<file path="config.mk">
export PLATFORM = sky130hd
export DESIGN_NAME = interp_phase_ctrl
export DESIGN_NICKNAME = d
export VERILOG_FILES = /design/src/rtl/interp_phase_ctrl.sv
export SDC_FILE = /design/constraint.sdc
export NUM_CORES = 1
export LEC_CHECK = 0
export BUFFER_PORTS_ARGS = -buffer_cell sky130_fd_sc_hd__buf_2
export CAP_MARGIN = 20
export CORE_ASPECT_RATIO = 0.5
export CORE_UTILIZATION = 54
export CTS_CLUSTER_DIAMETER = 120
export DETAILED_ROUTE_END_ITERATION = 10
export PLACE_DENSITY_LB_ADDON = 0.15
export SETUP_SLACK_MARGIN = 0.15
export SLEW_MARGIN = 20
export SYNTH_ARGS = -nofsm -noshare
export SYNTH_HDL_FRONTEND = slang
export SYNTH_SLANG_ARGS = --single-unit
</file>
<file path="constraint.sdc">
create_clock -name clk -period 2.75 [get_ports clk]
set_clock_uncertainty 0.2 [all_clocks]
set_input_delay 0.1375 -clock clk [delete_from_list [all_inputs] [get_ports clk]]
set_output_delay 0.1375 -clock clk [all_outputs]
set_load 0.05 [all_outputs]
</file>
<file path="src/rtl/interp_phase_ctrl.sv">
// Fractional-phase controller for a polyphase interpolator. Accumulates
// timing-error corrections into mu and, on each accepted sample, selects a
// filter phase, absorbing phase wraps as sample skips or sample stuffs.
module interp_phase_ctrl #(
  parameter int NB_ERR   = 10,
  parameter int NB_MU    = 8,
  parameter int KP_SHIFT = 2,
  parameter int MIN_GAP  = 4,
  parameter int PIPE_LAT = 6
) (
  input  logic                     clk,
  input  logic                     i_srst,
  input  logic                     i_valid,
  input  logic signed [NB_ERR-1:0] i_err,
  input  logic                     i_err_valid,
  input  logic                     i_loop_en,
  output logic                     o_en,
  output logic [3:0]               o_coeff_sel,
  output logic                     o_os_valid,
  output logic [NB_MU-1:0]         o_mu,
  output logic                     o_skip,
  output logic                     o_stuff,
  output logic                     o_overrun
);

  localparam int CW = ((NB_ERR > NB_MU + 1) ? NB_ERR : NB_MU + 1) + 1;
  localparam int SW = NB_MU + 2;
  localparam int GW = $clog2(2 * MIN_GAP + 1);

  localparam logic signed [CW-1:0] CORR_MAX = CW'((2 ** NB_MU) - 1);
  localparam logic signed [CW-1:0] CORR_MIN = -CORR_MAX;
  localparam logic [NB_MU-1:0]     MU_RST   = {1'b1, {(NB_MU-1){1'b0}}};

  typedef enum logic [1:0] {IDLE, WAIT, STUFF_ISSUE, STUFF_WAIT} state_t;

  state_t                   state, state_nxt;
  logic [GW-1:0]            gap;
  logic signed [NB_ERR-1:0] err_shift;
  logic signed [CW-1:0]     err_ext;
  logic signed [NB_MU:0]    corr_sat, corr_pend;
  logic signed [SW-1:0]     sum;
  logic                     sum_neg, sum_ovf;
  logic                     accept, drop, issue;
  logic [PIPE_LAT-1:0]      os_pipe;

  // Loop-gain scaling, then clamp to the symmetric range mu can absorb.
  assign err_shift = i_err >>> KP_SHIFT;
  assign err_ext   = CW'(err_shift);

  always_comb begin
    // NOTE: every always_comb output gets a default first so no path can infer a latch.
    corr_sat = err_ext[NB_MU:0];
    if (err_ext > CORR_MAX)
      corr_sat = CORR_MAX[NB_MU:0];
    else if (err_ext < CORR_MIN)
      corr_sat = CORR_MIN[NB_MU:0];
  end

  // Wrap detection: negative sum means stuff, sum >= 2^NB_MU means skip;
  // in every case the new mu is simply the low NB_MU bits of the sum.
  assign sum     = SW'($signed({1'b0, o_mu})) + SW'(corr_pend);
  assign sum_neg = sum[SW-1];
  assign sum_ovf = !sum[SW-1] && sum[NB_MU];

  always_comb begin
    accept = i_valid && !i_srst && (state == IDLE);
    drop   = i_valid && !i_srst && (state != IDLE);
    issue  = (state == STUFF_ISSUE) && (gap == GW'(MIN_GAP));
    o_en   = accept;
  end

  always_comb begin
    state_nxt = state;
    case (state)
      IDLE:        if (accept) state_nxt = sum_neg ? STUFF_ISSUE : WAIT;
      WAIT:        if (gap == GW'(MIN_GAP - 1)) state_nxt = IDLE;
      STUFF_ISSUE: if (issue) state_nxt = STUFF_WAIT;
      STUFF_WAIT:  if (gap == GW'(2 * MIN_GAP - 1)) state_nxt = IDLE;
      default:     state_nxt = IDLE;
    endcase
  end

  always_ff @(posedge clk) begin
    // NOTE: sequential state uses non-blocking assignments so every register samples pre-edge values.
    if (i_srst) begin
      state <= IDLE;
      gap   <= '0;
    end else begin
      state <= state_nxt;
      if (state_nxt == IDLE)
        gap <= '0;
      else if (accept)
        gap <= GW'(1);
      else
        gap <= gap + 1'b1;
    end
  end

  always_ff @(posedge clk) begin
    // NOTE: the reset clears the strobe pipeline too, cancelling any output still in flight.
    if (i_srst) begin
      o_mu        <= MU_RST;
      o_coeff_sel <= 4'd8;
      corr_pend   <= '0;
      os_pipe     <= '0;
      o_skip      <= 1'b0;
      o_stuff     <= 1'b0;
      o_overrun   <= 1'b0;
    end else begin
      o_skip    <= accept && sum_ovf;
      o_stuff   <= accept && sum_neg;
      o_overrun <= drop;
      os_pipe   <= {os_pipe[PIPE_LAT-2:0], (accept && !sum_ovf) || issue};

      if (accept) begin
        o_mu        <= sum[NB_MU-1:0];
        o_coeff_sel <= sum_neg ? 4'd0 : sum[NB_MU-1 -: 4];
      end else if (issue) begin
        o_coeff_sel <= o_mu[NB_MU-1 -: 4];
      end

      // A fresh error outranks the clear, so it waits for the next sample.
      if (i_err_valid && i_loop_en)
        corr_pend <= corr_sat;
      else if (accept)
        corr_pend <= '0;
    end
  end

  assign o_os_valid = os_pipe[PIPE_LAT-1];

endmodule

</file>
-- Yosys cells after proc, flatten, opt, wreduce, memory -nomap -nowiden
Index checks and enable logic that the tools add are counted.
- $add $sub $neg: 2
- $lt $le $gt $ge: 2
- equal/unequal tests: 6
- mux-type cells: 14
- reduce and logical (&&, ||, !) cells: 20
- operators by type and width (operator ; number):
    9-bit two-way mux ; 4
    4-bit two-way mux ; 3
    9-bit by 9-bit adder with 10-bit output ; 1
    2-bit two-way mux ; 5
    8-bit by 9-bit > comparator with 1-bit output, second input constant ; 1
    1-bit logical AND ; 9
    8-bit by 9-bit less-than comparator with 1-bit output, second input constant ; 1
    4-bit by 3-bit == test with 1-bit output, second input constant ; 2
    2-bit case mux with 4 select lines ; 1
    2-bit nonzero test ; 3
    4-bit by 1-bit adder with 4-bit output, second input constant ; 1
    2-bit == test, second input constant ; 2
    4-bit by 2-bit == test with 1-bit output, second input constant ; 1
    2-bit logical NOT ; 2
    1-bit logical NOT ; 3
    3-bit OR reduction ; 1
    2-bit by 1-bit == test with 1-bit output, second input constant ; 1
    2-bit OR reduction ; 1
    1-bit logical OR ; 1
    1-bit two-way mux ; 1
- register bits: 36
- input port bits: 15
- output and inout port bits: 17

-- Logic depth before layout (Yosys ltp)
Gate-level depths: netlist (run 1).
- depth after elaboration: 7
- depth in mapped cells: 8
- gate-level depth less buffers: 8

-- Worst setup path after synthesis (run 1)
OpenSTA, ideal clock, no wires.
- kind: reg-to-reg
- from: register o_mu[6]
- to: register o_skip
- setup time: 116 ps
- arrival: 2044 ps
- data required time: 2434 ps
- path slack: 389 ps
- cell stages (with the launch flop): 6
- path buffers: 0
- clock period less this slack: 2361 ps
- cells stage by stage: dfxtp_1 > ha_1 > a2111o_1 > o211ai_1 > a21boi_0 > a31o_2
- longest elaborated chain between the ends: 4
- ends and longest elaborated chain (element ; RTL line ; RTL):
    from (decl) ; 20 ; output logic [NB_MU-1:0] o_mu,
    from (signal assigned) ; 116 ; o_mu <= sum[NB_MU-1:0];
    9-bit by 9-bit adder with 10-bit output * ; 61 ; assign sum = SW'($signed({1'b0, o_mu})) + SW'(corr_pend);
    1-bit logical NOT ; 63 ; assign sum_ovf = !sum[SW-1] && sum[NB_MU];
    1-bit logical AND * ; 63 ;
    1-bit logical AND * ; 110 ; o_skip <= accept && sum_ovf;
    to (signal assigned) ; 110 ;
    to (decl) ; 21 ; output logic o_skip,
Every way passes the cells marked *; elsewhere a longest branch is shown, timed or not.
A chain may end at the register's enable or synchronous reset.

-- Worst setup path in the final report (run 1)
- from: input i_valid
- to: output o_en
- longest elaborated chain between the ends: 2
- ends and longest elaborated chain (element ; RTL line ; RTL):
    from (decl) ; 13 ; input logic i_valid,
    1-bit logical AND (2 in series) ; 66 ; accept = i_valid && !i_srst && (state == IDLE);
    to (decl) ; 17 ; output logic o_en,
No other way between the ends.

==> flow_summary.ini, run 1 <==
[global_route]
grt_pass1_vias = 1405
grt-ovfl-total = 0
antenna_found_initial = 0
global_route.usage.total = 0.238
grt_max_degree = 25
grt_pass1_wl_um = 6110

[logic_synthesis]
synth-seq-cells = 36
syn_avg_cell_area_um2 = 8.73
netlist_instances = 199
postSynthNetCount = 227
synthTopCellsByArea = dfxtp_1, ha_1, a21oi_1, nor2_1, xnor2_1
synth-adder-area-share = 0.0979
synth_compound_area_frac = 0.204
synth_sequential_area_ratio = 0.415
yosysMostFrequentCell = dfxtp_1
synth-edff-count = 0
synth_simple_gate_area_frac = 0.197
async_flop_share = 0
syn-cell-area_um2 = 1740
synth_warnings = 0
synth_top_area_frac = 0.415
synth_flop_cell = dfxtp_1
synth_xor_area_frac = 0.0353
synth_top_family_by_area = compound AO/OA/AOI/OAI gates
yosys-top-cells-count = dfxtp_1, a21oi_1, nor2_1
synth_largest_area_cell = dfxtp_1
synth_cell_types = 41
synthMuxAreaShare = 0.00576

[setup_path]
path_class = primary input to output port
critPathMaxFanout = 9
startpoint_type = primary input
r2r_cells = 5
cp.required_ns = 2.41
crit_path_end_kind = output port
arrival_ns = 2.16

[die]
fp.dieW_um = 82.2
initial_core_util = 0.573
rows = 14
core_um2 = 3030
die-area_um2 = 3460
die_h_um = 42.1
io_pins = 32

[cts]
clk_pin_slew_ns = 0.07
clk_latency_ns = 0.28
cts_sinks = 36
clock_path_buffers = 2
post_cts_buffers = 0
cts_tree = yes
numCtsBuffers = 5
h-tree-depth = 2
clockRootBuffer = clkbuf_8

[timing]
period_needed_ns = 2.50
fmaxAchievable_mhz = 401
hold_violations = 0
layout_worst_path_cycle_share = 0.908
relSlewSlack = 0.649
setup_viol = 0
fin_setup_tns_ns = 0
rsz0062_at_grt = false
tightest_slew_ns = 0.524
drv_slew = 0

[cells_and_area]
final_area_um2 = 2100
multi_input_area_um2 = 937
antenna_cells = 0
post-route-util = 0.693
nets = 267
layout-drive-gt1-share = 0.171
fill_cells = 267
area_growth_pct = 20.9
seq_area_um2 = 721

[detailed_routing]
drt_first_iter_violations = 50
ant_nets = 0
highest_layer = met4
routed_via_density = 5.47
wire_per_inst_um = 13.3
wl_met3_um = 167
dr.pass1.iters = 4
vias = 1531
drc = 0
wl_met2_um = 1640
wl_um = 3720
wl_met1_um = 1890

[placed_design]
place_area_um2 = 1920
io_buffers = 29
dp_hpwl_um = 2620
gp_congestion = 0.805

[hold_path]
worstHoldPathType = primary input to flip-flop
holdPathStages = 3

[power_and_ir_drop]
leakagePower_uw = 0.000916
vdd_drop_max_uv = 296
total_power_uw = 1170
powerDensity_nw_per_um2 = 558

[outcome]
outcome = complete, no violations

[flow_run]
drv_cap = 0
-- stage by stage --
stage | cells | setup WS [ns] | hold slack (ns)
floorplan | 199 | 0.389 | 0.0782
finish | 280 | 0.254 | 0.110
detailed placement | 263 | 0.524 | 0.209
global route | 280 | 0.171 | 0.125
CTS | 280 | 0.260 | 0.109
global placement | 263 | 0.561 | 0.212
-- critical path, stage by stage --
cell and delay, ns:
dlygate4sd3_1 0.52, buf_2 0.10, or4b_1 0.62, inv_1 0.30
buf_4 0.21, buf_2 0.27
-- final timing paths --
check	start	to	slack (ns)
max	i_valid	o_en	0.25
min	i_srst	state[1]	0.11
max reg2reg	state[1]	o_coeff_sel[2]	0.51
min reg2reg	os_pipe[4]	os_pipe[5]	0.24
-- logic make-up after synthesis --
logic type / Yosys count
flip-flops: 36
adder cells (fa/ha/maj): 13
AO/OA/AOI/OAI: 55
XOR/XNOR: 7
AND/OR/NAND/NOR: 67
multiplexers: 1
buffers and inverters: 20
-- power by group --
| part | switching (µW) | internal [µW] |
|---|---|---|
| sequential | 20.8 | 550 |
| clock | 176 | 204 |
| combinational | 142 | 78.9 |
-- layer usage --
layer  track usage  up-vias
li1              -      791
met1         0.314      706
met2         0.374       29
met3        0.0717        5
met4        0.0702        0
met5             0        -
-- area by class of cell --
class                      instances  share of cell area
timing repair buffer              41               0.123
clock buffer                       8              0.0429
multi-input combinational        143               0.446
inverter                          12              0.0214
sequential                        36               0.343
tap                               40              0.0238
-- flip-flops by register name, summed over array words and instances (netlist names) --
register	count
corr_pend	9
o_mu	8
os_pipe	6
gap	4
o_coeff_sel	4
state	2
o_overrun	1
o_skip	1
o_stuff	1
-- what timing repair did --
action | 4_1_cts | 5_1_grt
hold buffers | 9 | 0
resized for setup | 0 | 0
endpoints found under the hold margin | 10 | 0
-- placed cells by master, fill, tap and decap left out, types with 8 or more instances in the layout --
cell type	count
dfxtp_1	36
buf_2	29
a21oi_1	19
nor2_1	17
inv_1	12
ha_1	12
o21ai_0	10
nand2_1	10
nor3_1	10
nand3_1	9
dlygate4sd3_1	9
nor2b_1	8
Note: power is estimated with default switching activity, not from simulation.
==> inputs of run 2 (changes only) <==
CORE_UTILIZATION = 58   (was 54)
clock period = 3.16 ns   (was 2.75 ns; I/O delays follow)
==> run 2 against run 1 <==
Compared with the run above:
- register-to-register slack better by 0.28 ns
- non-clock buffer count shrank 1
- setup slack better by 0.37 ns
- critical path depth unchanged
- utilization increased by 7.1 points
- via count is 3.3% higher
- die area decreased by 6.7%
- highest routed layer unchanged
- design area down 1.1%
- critical path type unchanged
- wire length is 3.8% higher
- largest cell class unchanged
- final cell count decreased by 1.8%
- first-iteration DRC count up 64%
- clock power is 20% lower
==> flow_summary.ini, run 2 (synthesis gave the netlist of run 1 again) <==
[outcome]
outcome = complete, no violations

[cells_and_area]
reg_top3 = corr_pend (9), o_mu (8), os_pipe (6)
antenna_cells = 0
largest_reg_flops = 9
final_cell_mix = dfxtp_1, buf_2, a21oi_1
final_common_cell = dfxtp_1
area_growth_pct = 19.5
top_register = corr_pend
nets = 266
layout-drive-gt1-share = 0.168

[detailed_routing]
wl_um = 3870
wl_met2_um = 1810
drc = 0
routed_via_density = 5.75
ant_nets = 0
wl_met3_um = 220
vias = 1582
drt_first_iter_violations = 82
highest_layer = met4
dr.pass1.iters = 4
wire_per_inst_um = 14.1
wl_met1_um = 1810

[die]
initial_core_util = 0.640
die-area_um2 = 3230
die_h_um = 40.7
rows = 13
fp.dieW_um = 79.4
core_um2 = 2720
io_pins = 32

[setup_path]
worstPathCellList = dlygate4sd3_1 > buf_2 > or4b_1 > buf_4 > inv_1 > buf_2
r2r_cells = 6
path_class = primary input to output port
r2r_end = o_coeff_sel[0]
slowest_stage = dlygate4sd3_1
endpoint = o_en
slowest_delay_ns = 0.51
reg2reg_from = state[1]
cp_common_cell = buf_2
rrSetupSlack_ns = 0.79
arrival_ns = 2.18
cp.required_ns = 2.80
startpoint_type = primary input
crit_path_end_kind = output port
critPathMaxFanout = 26
startpoint = i_valid

[timing]
rsz0062_at_grt = false
hold_violations = 0
tightest_slew_ns = 0.551
drv_slew = 0
fmaxAchievable_mhz = 395
fin_setup_tns_ns = 0
layout_worst_path_cycle_share = 0.802
relSlewSlack = 0.630
holdWs_ns = 0.161
setup_viol = 0
period_needed_ns = 2.53

[global_route]
grt_pass1_vias = 1304
grt_max_degree = 27
grt_pass1_wl_um = 5890
grt-ovfl-total = 0
global_route.usage.total = 0.256
antenna_found_initial = 0

[cts]
clk_pin_slew_ns = 0.06
h-tree-depth = 2
post_cts_resized = 0
post_cts_buffers = 0
numCtsBuffers = 5
holdBufCountCts = 9
cts_sinks = 36
cts_tree = yes
clk_latency_ns = 0.28
clock_path_buffers = 2
clockRootBuffer = clkbuf_8

[hold_path]
worstHoldPathType = primary input to flip-flop
hp-start = i_srst

[flow_run]
drv_cap = 0

[placed_design]
gp_congestion = 0.819
dp_hpwl_um = 2650
io_buffers = 29

[power_and_ir_drop]
powerDensity_nw_per_um2 = 478
leakagePower_uw = 0.000906
vdd_drop_max_uv = 305
[run 2: metal layers]
| layer | up-vias | GRT usage |
|---|---|---|
| li1 | 786 | - |
| met1 | 744 | 0.295 |
| met2 | 47 | 0.487 |
| met3 | 5 | 0.0867 |
| met4 | 0 | 0.0545 |
| met5 | - | 0 |
[run 2: how the worst min path moves through the flow]
| stage | endpoint | slack, ns | cells after the start |
|---|---|---|---|
| CTS | o_mu[2] | 0.14 | 3 |
| global route | o_mu[2] | 0.17 | 3 |
| detailed placement | os_pipe[5] | 0.22 | 1 |
| global placement | os_pipe[3] | 0.21 | 1 |
| finish | corr_pend[8] | 0.16 | 3 |
| floorplan | corr_pend[8] | 0.1 | 2 |
[run 2: area by class of cell]
cell class,instances,area [µm²]
clock buffer,6,72.6
multi-input combinational,143,937
clock inverter,1,5.00
tap,37,46.3
sequential,36,721
inverter,12,45.0
timing repair buffer,40,250
fill,209,639
[run 2: worst max-delay path: cells and delay by family]
family        cells  cell delay (ns)
simple gates      1             0.42
buf+inv           5             1.59
[run 2: power by group]
part	switching [µW]	internal (µW)	total, µW
logic	126	67.6	193
registers	18.1	478	496
clock network	153	150	303
total	297	696	993
[run 2: metrics by stage]
step                      cell area [µm²]  total power, µW   util  setup WS [ns]  std cells
after global placement               1910              681  0.703          0.902        259
after CTS                            2080              995  0.765          0.654        275
after floorplan                      1740              642      -          0.799        199
after global routing                 2080             1040  0.765          0.555        275
final                                2080              993  0.765          0.626        275
after detailed placement             1910              689  0.703          0.848        259
